`config.mk`:
```
export PLATFORM = sky130hd
export DESIGN_NAME = frame_fifo_fwd
export DESIGN_NICKNAME = d
export VERILOG_FILES = /design/src/rtl/frame_fwd_pkg.sv /design/src/rtl/frame_fwd_ram.sv /design/src/rtl/frame_fifo_fwd.sv
export SDC_FILE = /design/constraint.sdc
export NUM_CORES = 1
export LEC_CHECK = 0
export ABC_CLOCK_PERIOD_IN_PS = 5200
export BUFFER_PORTS_ARGS = -buffer_cell sky130_fd_sc_hd__buf_2
export CAP_MARGIN = 20
export CORE_MARGIN = 2
export CORE_UTILIZATION = 50
export DETAILED_ROUTE_END_ITERATION = 16
export PLACE_DENSITY = 0.66
export SLEW_MARGIN = 20
export SYNTH_ARGS = -nofsm -noshare
export SYNTH_HDL_FRONTEND = slang
export SYNTH_HIERARCHICAL = 1
export SYNTH_SLANG_ARGS = --single-unit
```
`constraint.sdc`:
```
create_clock -name clk -period 5.2 [get_ports clk]
set_clock_uncertainty 0.2 [all_clocks]
set_input_delay 1.04 -clock clk [delete_from_list [all_inputs] [get_ports clk]]
set_output_delay 1.04 -clock clk [all_outputs]
set_load 0.01 [all_outputs]
```
`src/rtl/frame_fwd_pkg.sv`:
```
// Shared types and sizing helpers for the store-and-forward frame FIFO.
package frame_fwd_pkg;

    typedef enum logic [1:0] {
        IDLE = 2'd0,
        SEND = 2'd1,
        GAP  = 2'd2
    } tx_state_t;

    // Pointer width: address bits plus one wrap bit to tell full from empty.
    function automatic int ptr_w(input int depth);
        return $clog2(depth) + 1;
    endfunction

endpackage

```
`src/rtl/frame_fwd_ram.sv`:
```
// Simple dual-port register array: synchronous write, combinational read.
module frame_fwd_ram
    import frame_fwd_pkg::*;
#(
    parameter int W     = 9,
    parameter int DEPTH = 64,
    parameter int AW    = $clog2(DEPTH)
) (
    input  logic          clk,
    input  logic          we,
    input  logic [AW-1:0] waddr,
    input  logic [W-1:0]  wdata,
    input  logic [AW-1:0] raddr,
    output logic [W-1:0]  rdata
);

    logic [W-1:0] mem_q [DEPTH];

    // Write port
    always_ff @(posedge clk) begin
        if (we) begin
            mem_q[waddr] <= wdata;
        end
    end

    assign rdata = mem_q[raddr];

endmodule

```
`src/rtl/frame_fifo_fwd.sv`:
```
// Store-and-forward frame FIFO: buffers rx frames, forwards only complete ones
// with a fixed inter-frame gap, and drops whole frames that do not fit.
module frame_fifo_fwd
    import frame_fwd_pkg::*;
#(
    parameter int DATA_W = 8,
    parameter int DEPTH  = 64,
    parameter int IFG    = 2,
    parameter int CNT_W  = 16
) (
    input  logic                   clk,
    input  logic                   rst_n,
    input  logic [DATA_W-1:0]      rxd,
    input  logic                   rx_dv,
    output logic [DATA_W-1:0]      txd,
    output logic                   tx_en,
    output logic                   overflow,
    output logic [CNT_W-1:0]       frames_fwd,
    output logic [CNT_W-1:0]       frames_drop,
    output logic [$clog2(DEPTH):0] fifo_level
);

    localparam int AW = $clog2(DEPTH);
    localparam int PW = ptr_w(DEPTH);
    localparam int GW = (IFG > 1) ? $clog2(IFG) : 1;

    typedef struct packed {
        logic              last;
        logic [DATA_W-1:0] data;
    } fifo_entry_t;

    logic [PW-1:0]     wr_ptr_q, wr_ptr_d, wr_cmt_q, wr_cmt_d, rd_ptr_q, rd_ptr_d;
    logic [PW-1:0]     cmt_frames_q, cmt_frames_d, level_q, level_d, occ_s;
    logic              armed_q, armed_d, discard_q, discard_d, hold_vld_q, hold_vld_d;
    logic [DATA_W-1:0] hold_data_q, hold_data_d, txd_q, txd_d;
    logic              tx_en_q, tx_en_d, overflow_q, overflow_d;
    logic [CNT_W-1:0]  fwd_q, fwd_d, drop_q, drop_d;
    tx_state_t         state_q, state_d;
    logic [GW-1:0]     gap_cnt_q, gap_cnt_d;
    logic              we_s, ovf_s, cmt_inc_s, cmt_dec_s, load_s;
    fifo_entry_t       wentry_s, rentry_s;
    logic [DATA_W:0]   rdata_s;

    frame_fwd_ram #(.W(DATA_W + 1), .DEPTH(DEPTH), .AW(AW)) u_ram (
        .clk   (clk),
        .we    (we_s),
        .waddr (wr_ptr_q[AW-1:0]),
        .wdata (wentry_s),
        .raddr (rd_ptr_q[AW-1:0]),
        .rdata (rdata_s)
    );

    assign rentry_s = rdata_s;
    assign occ_s    = wr_ptr_q - rd_ptr_q;
    assign ovf_s    = hold_vld_q && (occ_s == PW'(DEPTH));
    // SEND always has a committed entry waiting, so it loads unconditionally.
    assign load_s   = (state_q == SEND) || ((state_q == IDLE) && (cmt_frames_q != '0));

    // Receive path: arming, hold stage, speculative write and overflow rewind
    always_comb begin
        armed_d       = armed_q;
        discard_d     = discard_q;
        hold_vld_d    = 1'b0;
        hold_data_d   = hold_data_q;
        wr_ptr_d      = wr_ptr_q;
        wr_cmt_d      = wr_cmt_q;
        we_s          = 1'b0;
        cmt_inc_s     = 1'b0;
        overflow_d    = 1'b0;
        drop_d        = drop_q;
        wentry_s.last = !rx_dv;
        wentry_s.data = hold_data_q;
        if (ovf_s) begin
            wr_ptr_d   = wr_cmt_q;
            overflow_d = 1'b1;
            drop_d     = (drop_q == {CNT_W{1'b1}}) ? drop_q : drop_q + CNT_W'(1);
        end else if (hold_vld_q) begin
            we_s     = 1'b1;
            wr_ptr_d = wr_ptr_q + PW'(1);
            if (!rx_dv) begin
                wr_cmt_d  = wr_ptr_q + PW'(1);
                cmt_inc_s = 1'b1;
            end else begin
                cmt_inc_s = 1'b0;
            end
        end else begin
            we_s = 1'b0;
        end
        // A frame already running when reset lifts is skipped until its end.
        if (!armed_q) begin
            armed_d = !rx_dv;
        end else if (ovf_s || discard_q) begin
            discard_d = rx_dv;
        end else begin
            discard_d  = 1'b0;
            hold_vld_d = rx_dv;
            if (rx_dv) begin
                hold_data_d = rxd;
            end else begin
                hold_data_d = hold_data_q;
            end
        end
    end

    // Tx FSM next-state and gap counter
    always_comb begin
        state_d   = state_q;
        gap_cnt_d = gap_cnt_q;
        case (state_q)
            IDLE, SEND: begin
                if (load_s && rentry_s.last) begin
                    state_d   = GAP;
                    gap_cnt_d = GW'(IFG - 1);
                end else if (load_s) begin
                    state_d = SEND;
                end else begin
                    state_d = IDLE;
                end
            end
            GAP: begin
                if (gap_cnt_q == '0) begin
                    state_d = IDLE;
                end else begin
                    gap_cnt_d = gap_cnt_q - GW'(1);
                end
            end
            default: state_d = IDLE;
        endcase
    end

    // Tx FSM outputs: beat load, read pointer, forwarded-frame bookkeeping
    always_comb begin
        txd_d     = txd_q;
        tx_en_d   = 1'b0;
        rd_ptr_d  = rd_ptr_q;
        cmt_dec_s = 1'b0;
        fwd_d     = fwd_q;
        if (load_s) begin
            txd_d    = rentry_s.data;
            tx_en_d  = 1'b1;
            rd_ptr_d = rd_ptr_q + PW'(1);
            if (rentry_s.last) begin
                cmt_dec_s = 1'b1;
                fwd_d     = (fwd_q == {CNT_W{1'b1}}) ? fwd_q : fwd_q + CNT_W'(1);
            end else begin
                cmt_dec_s = 1'b0;
            end
        end else begin
            tx_en_d = 1'b0;
        end
        cmt_frames_d = cmt_frames_q + PW'(cmt_inc_s) - PW'(cmt_dec_s);
        level_d      = wr_ptr_d - rd_ptr_d;
    end

    // State register
    always_ff @(posedge clk) begin
        if (!rst_n) begin
            wr_ptr_q     <= '0;
            wr_cmt_q     <= '0;
            rd_ptr_q     <= '0;
            cmt_frames_q <= '0;
            level_q      <= '0;
            armed_q      <= 1'b0;
            discard_q    <= 1'b0;
            hold_vld_q   <= 1'b0;
            hold_data_q  <= '0;
            txd_q        <= '0;
            tx_en_q      <= 1'b0;
            overflow_q   <= 1'b0;
            fwd_q        <= '0;
            drop_q       <= '0;
            state_q      <= IDLE;
            gap_cnt_q    <= '0;
        end else begin
            wr_ptr_q     <= wr_ptr_d;
            wr_cmt_q     <= wr_cmt_d;
            rd_ptr_q     <= rd_ptr_d;
            cmt_frames_q <= cmt_frames_d;
            level_q      <= level_d;
            armed_q      <= armed_d;
            discard_q    <= discard_d;
            hold_vld_q   <= hold_vld_d;
            hold_data_q  <= hold_data_d;
            txd_q        <= txd_d;
            tx_en_q      <= tx_en_d;
            overflow_q   <= overflow_d;
            fwd_q        <= fwd_d;
            drop_q       <= drop_d;
            state_q      <= state_d;
            gap_cnt_q    <= gap_cnt_d;
        end
    end

    assign txd         = txd_q;
    assign tx_en       = tx_en_q;
    assign overflow    = overflow_q;
    assign frames_fwd  = fwd_q;
    assign frames_drop = drop_q;
    assign fifo_level  = level_q;

endmodule

```
======== Word level (Yosys, flattened, before mapping) ========
Memory sizes are Yosys's and may differ from the RTL's. A register that Yosys moved wholly into a read port is not among the register bits.
Index checks and enable logic that the tools add are counted.
cells by class
  shift operators ......................... 0
  multiply operators ...................... 0
  multiplexer cells ....................... 24
  magnitude comparators ................... 0
  $add $sub $neg .......................... 9
  equal/unequal tests ..................... 7
  bitwise logic cells ..................... 7
  reduce and logical (&&, ||, !) cells .... 16
  div/mod/pow operators ................... 0
operators by type and width
  cell                   number
  $add 16x1->16 const B  2
  $eq 16x16->1 const B   2
  $mux 7                 3
  $mux 1                 16
  $add 7x1->7 const B    2
  $sub 7x7->7            2
  $reduce_and 3->1       3
  $add 7x1->7            1
  $eq 7x7->1 const B     1
  $not 1->1              7
  $reduce_bool 7->1      1
  $sub 7x1->7            1
  $mux 6                 1
  $mux 2                 2
  $ne 2x2->1 const B     2
  $pmux 2 s2             1
  $reduce_and 2->1       2
  $logic_and 1x1->1      3
  $reduce_or 3->1        1
  $eq 2x1->1 const B     1
  $eq 2x2->1 const B     1
  $logic_not 2->1        1
  $logic_or 1x1->1       2
  $pmux 1 s2             1
  other kinds (4)        4
word-level totals
  memory bits (writable) .................. 576
  input bits .............................. 11
  memories ................................ 1
  logic and storage cells ................. 80
  latch bits .............................. 0
  flip-flop bits (word level) ............. 91
  output and inout port bits .............. 49
  memory bits (read-only) ................. 0
memory list
  memory       depth  width  rd ports  clocked after Yosys merged registers in  wr ports  RTL line             source
  u_ram.mem_q  64     9      1         1                                        1         frame_fwd_ram.sv:17  logic [W-1:0] mem_q [DEPTH];

======== Logic depth before layout (Yosys ltp) ========
  depth in word-level cells ............... 6
  depth in mapped cells ................... 22
  gate-level depth less buffers ........... 19

======== By module ========
The synthesis kept the hierarchy.
by module, submodules not included
  module          instances  sequential area each (um2)  cells an instance  area an instance (um2)
  frame_fwd_ram   1          17296.6                     1011               22414.0
  frame_fifo_fwd  1          1821.7                      518                4603.2

======== Worst setup path before layout ========
No wires, ideal clock.
  path kind ............................... reg2reg
  from .................................... register rd_ptr_q[3]
  to ...................................... register cmt_frames_q[6]
  arrival time ............................ 4130 ps
  slack ................................... 737 ps
  data required time ...................... 4868 ps
  cell stages (with the launch flop) ...... 19
  library setup time ...................... 132 ps
  period minus slack after synthesis ...... 4463 ps
  buffers on the path ..................... 1
  cell sequence ........................... dfxtp_1 inv_1 ha_1 a2111oi_0 nand3b_1 a311oi_1 buf_2 inv_1 ha_1 inv_1 ha_1 inv_1 fa_1 nand2b_1 a21oi_1 o21ai_0 a21oi_1 or3_1 a21oi_1
between the ends
  longest elaborated chain between the ends .. 6
RTL lines
  element                 RTL line               source
  from (decl)             frame_fifo_fwd.sv:32   logic [PW-1:0] wr_ptr_q, wr_ptr_d, wr_cmt_q, wr_cmt_d, rd_ptr_q, rd_ptr_d;
  from (signal assigned)  frame_fifo_fwd.sv:177  rd_ptr_q <= rd_ptr_d;
  $sub 7x7->7             frame_fifo_fwd.sv:54   assign occ_s = wr_ptr_q - rd_ptr_q;
  $eq 7x7->1              frame_fifo_fwd.sv:55   assign ovf_s = hold_vld_q && (occ_s == PW'(DEPTH));
  $logic_and 1x1->1       frame_fifo_fwd.sv:55
  $mux 1                  frame_fifo_fwd.sv:73   if (ovf_s) begin
  $add 7x1->7             frame_fifo_fwd.sv:151  cmt_frames_d = cmt_frames_q + PW'(cmt_inc_s) - PW'(cmt_dec_s);
  $sub 7x1->7             frame_fifo_fwd.sv:151
  to (signal assigned)    frame_fifo_fwd.sv:178  cmt_frames_q <= cmt_frames_d;
  to (decl)               frame_fifo_fwd.sv:33   logic [PW-1:0] cmt_frames_q, cmt_frames_d, level_q, level_d, occ_s;
Every way passes these cells.
A chain may end at the register's enable or synchronous reset.

======== Worst setup path in the final report ========
  from .................................... register rd_ptr_q[2]
  to ...................................... register level_q[6], in the netlist fifo_level[6]
between the ends
  longest elaborated chain between the ends .. 5
  elaborated cells between the ends (all ways) .. 7
  those cells by class .................... 3 x add/sub; 1 x eq/ne; 2 x mux; 1 x reduce/logical
RTL lines
  element               RTL line               source
  $sub 7x7->7           frame_fifo_fwd.sv:54
  $eq 7x7->1            frame_fifo_fwd.sv:55
  $logic_and 1x1->1     frame_fifo_fwd.sv:55
  $mux 7                frame_fifo_fwd.sv:73
  $sub 7x7->7 (*)       frame_fifo_fwd.sv:152  level_d = wr_ptr_d - rd_ptr_d;
  to (signal assigned)  frame_fifo_fwd.sv:179  level_q <= level_d;
  to (decl)             frame_fifo_fwd.sv:33
Every way passes the cells marked *; elsewhere a longest branch is shown, timed or not.

==> results.json <==
{
  "yosys.cell_types.count": 68,
  "first_iter_violations": 1283,
  "ys_ff_latch": 667,
  "status": "finished, final reports clean",
  "synth_cells": 1529,
  "dr.pass1.iters": 6,
  "worst_ep_required_time_ns": 5.52,
  "fmax_mhz": 206,
  "switchingPower_mw": 3.58,
  "finalWorstSetupSlack_ns": 0.343,
  "gp_congestion": 0.839,
  "core_um2": 53600,
  "path_max_fanout": 20,
  "hold_violations": 0,
  "cp_cell_sequence": "inv_1 > ha_1 > a2111oi_0 > nand3b_1 > and3_1 > a311oi_1 > ha_1 > inv_1 > fa_1 > a21o_1 > a21oi_1 > o21ai_0 > xnor2_1 > or2_2 > mux2i_1",
  "die_h_um": 236,
  "use_met3_pct": 3.70,
  "synth_flop_cell": "edfxtp_1",
  "syn_area_um2": 27000,
  "crit_path_max_incr_delay_ns": 0.59,
  "critical_path.endpoint": "fifo_level[6]",
  "fin_crit_sh_pct": 93.4,
  "p_sw_share_pct": 26.4,
  "ios": 60,
  "p_clk_share_pct": 35.4,
  "synth.most_common_cell": "edfxtp_1",
  "routedWlPerCell_um": 25.0,
  "utilization_pct": 57.5,
  "grt_pass1_wl_um": 92700,
  "clk_path_buf_depth": 3,
  "num_rows": 85,
  "path_clk_slew_ns": 0.06,
  "async_flop_share_pct": 0,
  "critPathTopFamily": "compound AO/OA/AOI/OAI gates",
  "min_path_type": "register to register",
  "finalSetupViolCount": 0,
  "clockRootBuffer": "clkbuf_16",
  "die_x_um": 236,
  "grt_util_met2_pct": 36.0,
  "rsz0062_at_grt": "false",
  "synth_warnings": 6,
  "io_buffers": 59,
  "drt-total-wl_um": 61000,
  "p_leak_nw": 10.2,
  "nFillCells": 4023,
  "slew-limit-headroom_pct": 22.7,
  "max-vdd-ir-drop_mv": 0.217,
  "dp_slack_ns": 0.249,
  "crit_buf_inv": 2,
  "power.density_nw_per_um2": 441,
  "dieArea_um2": 55900,
  "yosys-top-cells-area": "edfxtp_1 (64%), mux4_2 (12%), dfxtp_1 (6.7%)",
  "clock_latency_ns": 0.61,
  "antenna_cells": 0,
  "fin_crit_ns": 4.86,
  "share_comb_of_total_power_pct": 19.9,
  "postCtsSetupBuffers": 0,
  "rrSetupSlack_ns": 0.34,
  "critPathLaunchType": "register",
  "cts_htree_levels": 3,
  "design_area_um2": 30800,
  "globalRouteTotalUtil_pct": 22.1,
  "drv_slew": 0,
  "grt_pass1_vias": 14831,
  "vias": 14749,
  "yosys.area.top_type_share_pct": 64.0,
  "maxCapViolations": 0,
  "grt_max_degree": 67,
  "final_nets": 1726,
  "dpl_cell_area_um2": 28600,
  "routed_via_density": 6.04,
  "drive_above_1_share_pct": 24.9,
  "synth.avg_cell_area_um2": 17.7,
  "r2r-start": "rd_ptr_q[2]",
  "drc": 0,
  "critPathLaunch": "rd_ptr_q[2]",
  "initial_core_util_pct": 50.4,
  "tightestPinTransition_ns": 1.13,
  "clock_sink_count": 667,
  "met1_usage_pct": 31.1,
  "r2r_cells": 15,
  "path_depth": 15,
  "area_growth_pct": 14.1,
  "cts_buffers": 70,
  "end_kind": "register",
  "power_frac_seq_pct": 44.7,
  "antenna_found_initial": 1,
  "synth_edf_count": 576,
  "syn_nets": 1567,
  "rr_endpoint": "fifo_level[6]",
  "yosysSeqAreaShare_pct": 70.8,
  "synth_top_area_cell": "edfxtp_1",
  "path_class": "register to register",
  "slowest_stage": "a2111oi_0",
  "final_antenna_net_count": 0,
  "setup-tns-final_ns": 0,
  "top_usage_layer": "met2",
  "arrival_ns": 5.18,
  "netlist_top_cells_count": "edfxtp_1 (576), mux4_2 (143), nor2_1 (123)",
  "dp_hpwl_um": 38300,
  "grt.overflow.total": 0,
  "cts_tree": "built",
  "p_int_mw": 10.0
}
-- stage by stage --
| step | instances | hold slack, ns | total power [mW] |
|---|---|---|---|
| global placement | 2311 | 0.266 | 8.88 |
| floorplan | 1529 | 0.254 | 8.20 |
| CTS | 2439 | 0.299 | 13.7 |
| finish | 2440 | 0.292 | 13.6 |
| detailed placement | 2311 | 0.286 | 8.92 |
| global route | 2440 | 0.318 | 14.1 |
-- sequential cells by signal, indices dropped and copies added (netlist names) --
| name | flops |
|---|---|
| txd | 8 |
| overflow | 1 |
| tx_en | 1 |
| rd_ptr_q | 7 |
| cmt_frames_q | 7 |
| state_q | 2 |
| frames_fwd | 16 |
| wr_cmt_q | 7 |
| discard_q | 1 |
| hold_vld_q | 1 |
| gap_cnt_q | 1 |
| fifo_level | 7 |
| wr_ptr_q | 7 |
| u_ram/mem_q | 576 |
| hold_data_q | 8 |
| armed_q | 1 |
| frames_drop | 16 |
-- timing repair --
action | in CTS | in global routing
endpoints found under the setup margin | 0 | 1
hold buffers | 0 | 0
resized for setup | 0 | 1
-- power groups by stage --
| stage | registers (mW) | logic [mW] | clock network, mW |
|---|---|---|---|
| 3_5_place_dp | 6.19 | 2.73 | 0 |
| 3_3_place_gp | 6.18 | 2.70 | 0 |
| 4_1_cts | 6.08 | 2.74 | 4.91 |
| 2_1_floorplan | 6.16 | 2.04 | 0 |
| 5_1_grt | 6.09 | 2.93 | 5.11 |
| 6_report | 6.07 | 2.71 | 4.81 |
-- per-layer routing --
| metal | vias to the layer above | part of all wire [%] |
|---|---|---|
| met5 | - | 0.021 |
| met2 | 576 | 49 |
| met4 | 2 | 2.2 |
| met1 | 7616 | 42 |
| li1 | 6460 | - |
| met3 | 95 | 7.0 |
-- cell families after synthesis --
group / count (synthesis) / share of synthesized area (%)
flip-flops: 667 / 70.8
buffers and inverters: 111 / 2.01
AO/OA/AOI/OAI: 178 / 4.61
XOR/XNOR: 30 / 0.973
adder cells (fa/ha/maj): 27 / 1.31
AND/OR/NAND/NOR: 322 / 6.03
multiplexers: 194 / 14.3
-- how the worst min path moves through the flow --
stage	startpoint	endpoint	slack [ns]	depth (start not counted)
after floorplan	gap_cnt_q	gap_cnt_q	0.25	2
after global placement	gap_cnt_q	gap_cnt_q	0.27	2
after detailed placement	gap_cnt_q	state_q[1]	0.29	2
after CTS	frames_drop[5]	frames_drop[5]	0.30	2
after global routing	frames_drop[5]	frames_drop[5]	0.32	2
final	armed_q	discard_q	0.29	1
-- layout by cell type, fill, tap and decap left out, types with 11 or more instances in the layout --
cell       count
a21oi_1       35
clkbuf_1      16
nor2_1       123
a22oi_1       21
nand2_1       46
mux2i_1       39
nand3_1       23
o21ai_0       18
mux4_2       143
buf_4        102
xnor2_1       20
dfxtp_1       80
nor2b_1       19
nor3_1        15
clkbuf_16     73
inv_1         31
and3_1        20
edfxtp_1     576
buf_2         59
and2_1        11
ha_1          25
clkinv_1      13
-- area by class of cell --
type                            instances  area (um^2)  share of cell area, %
Sequential cell                       667        19100                   62.1
Multi-Input combinational cell        751         7370                   23.9
Clock buffer                           91         1910                   6.21
Timing Repair Buffer                  164         1110                   3.61
Tap cell                              696          871                   2.82
Clock inverter                         37          304                  0.986
Inverter                               34          128                  0.414
(Power assumes the default switching activity.)
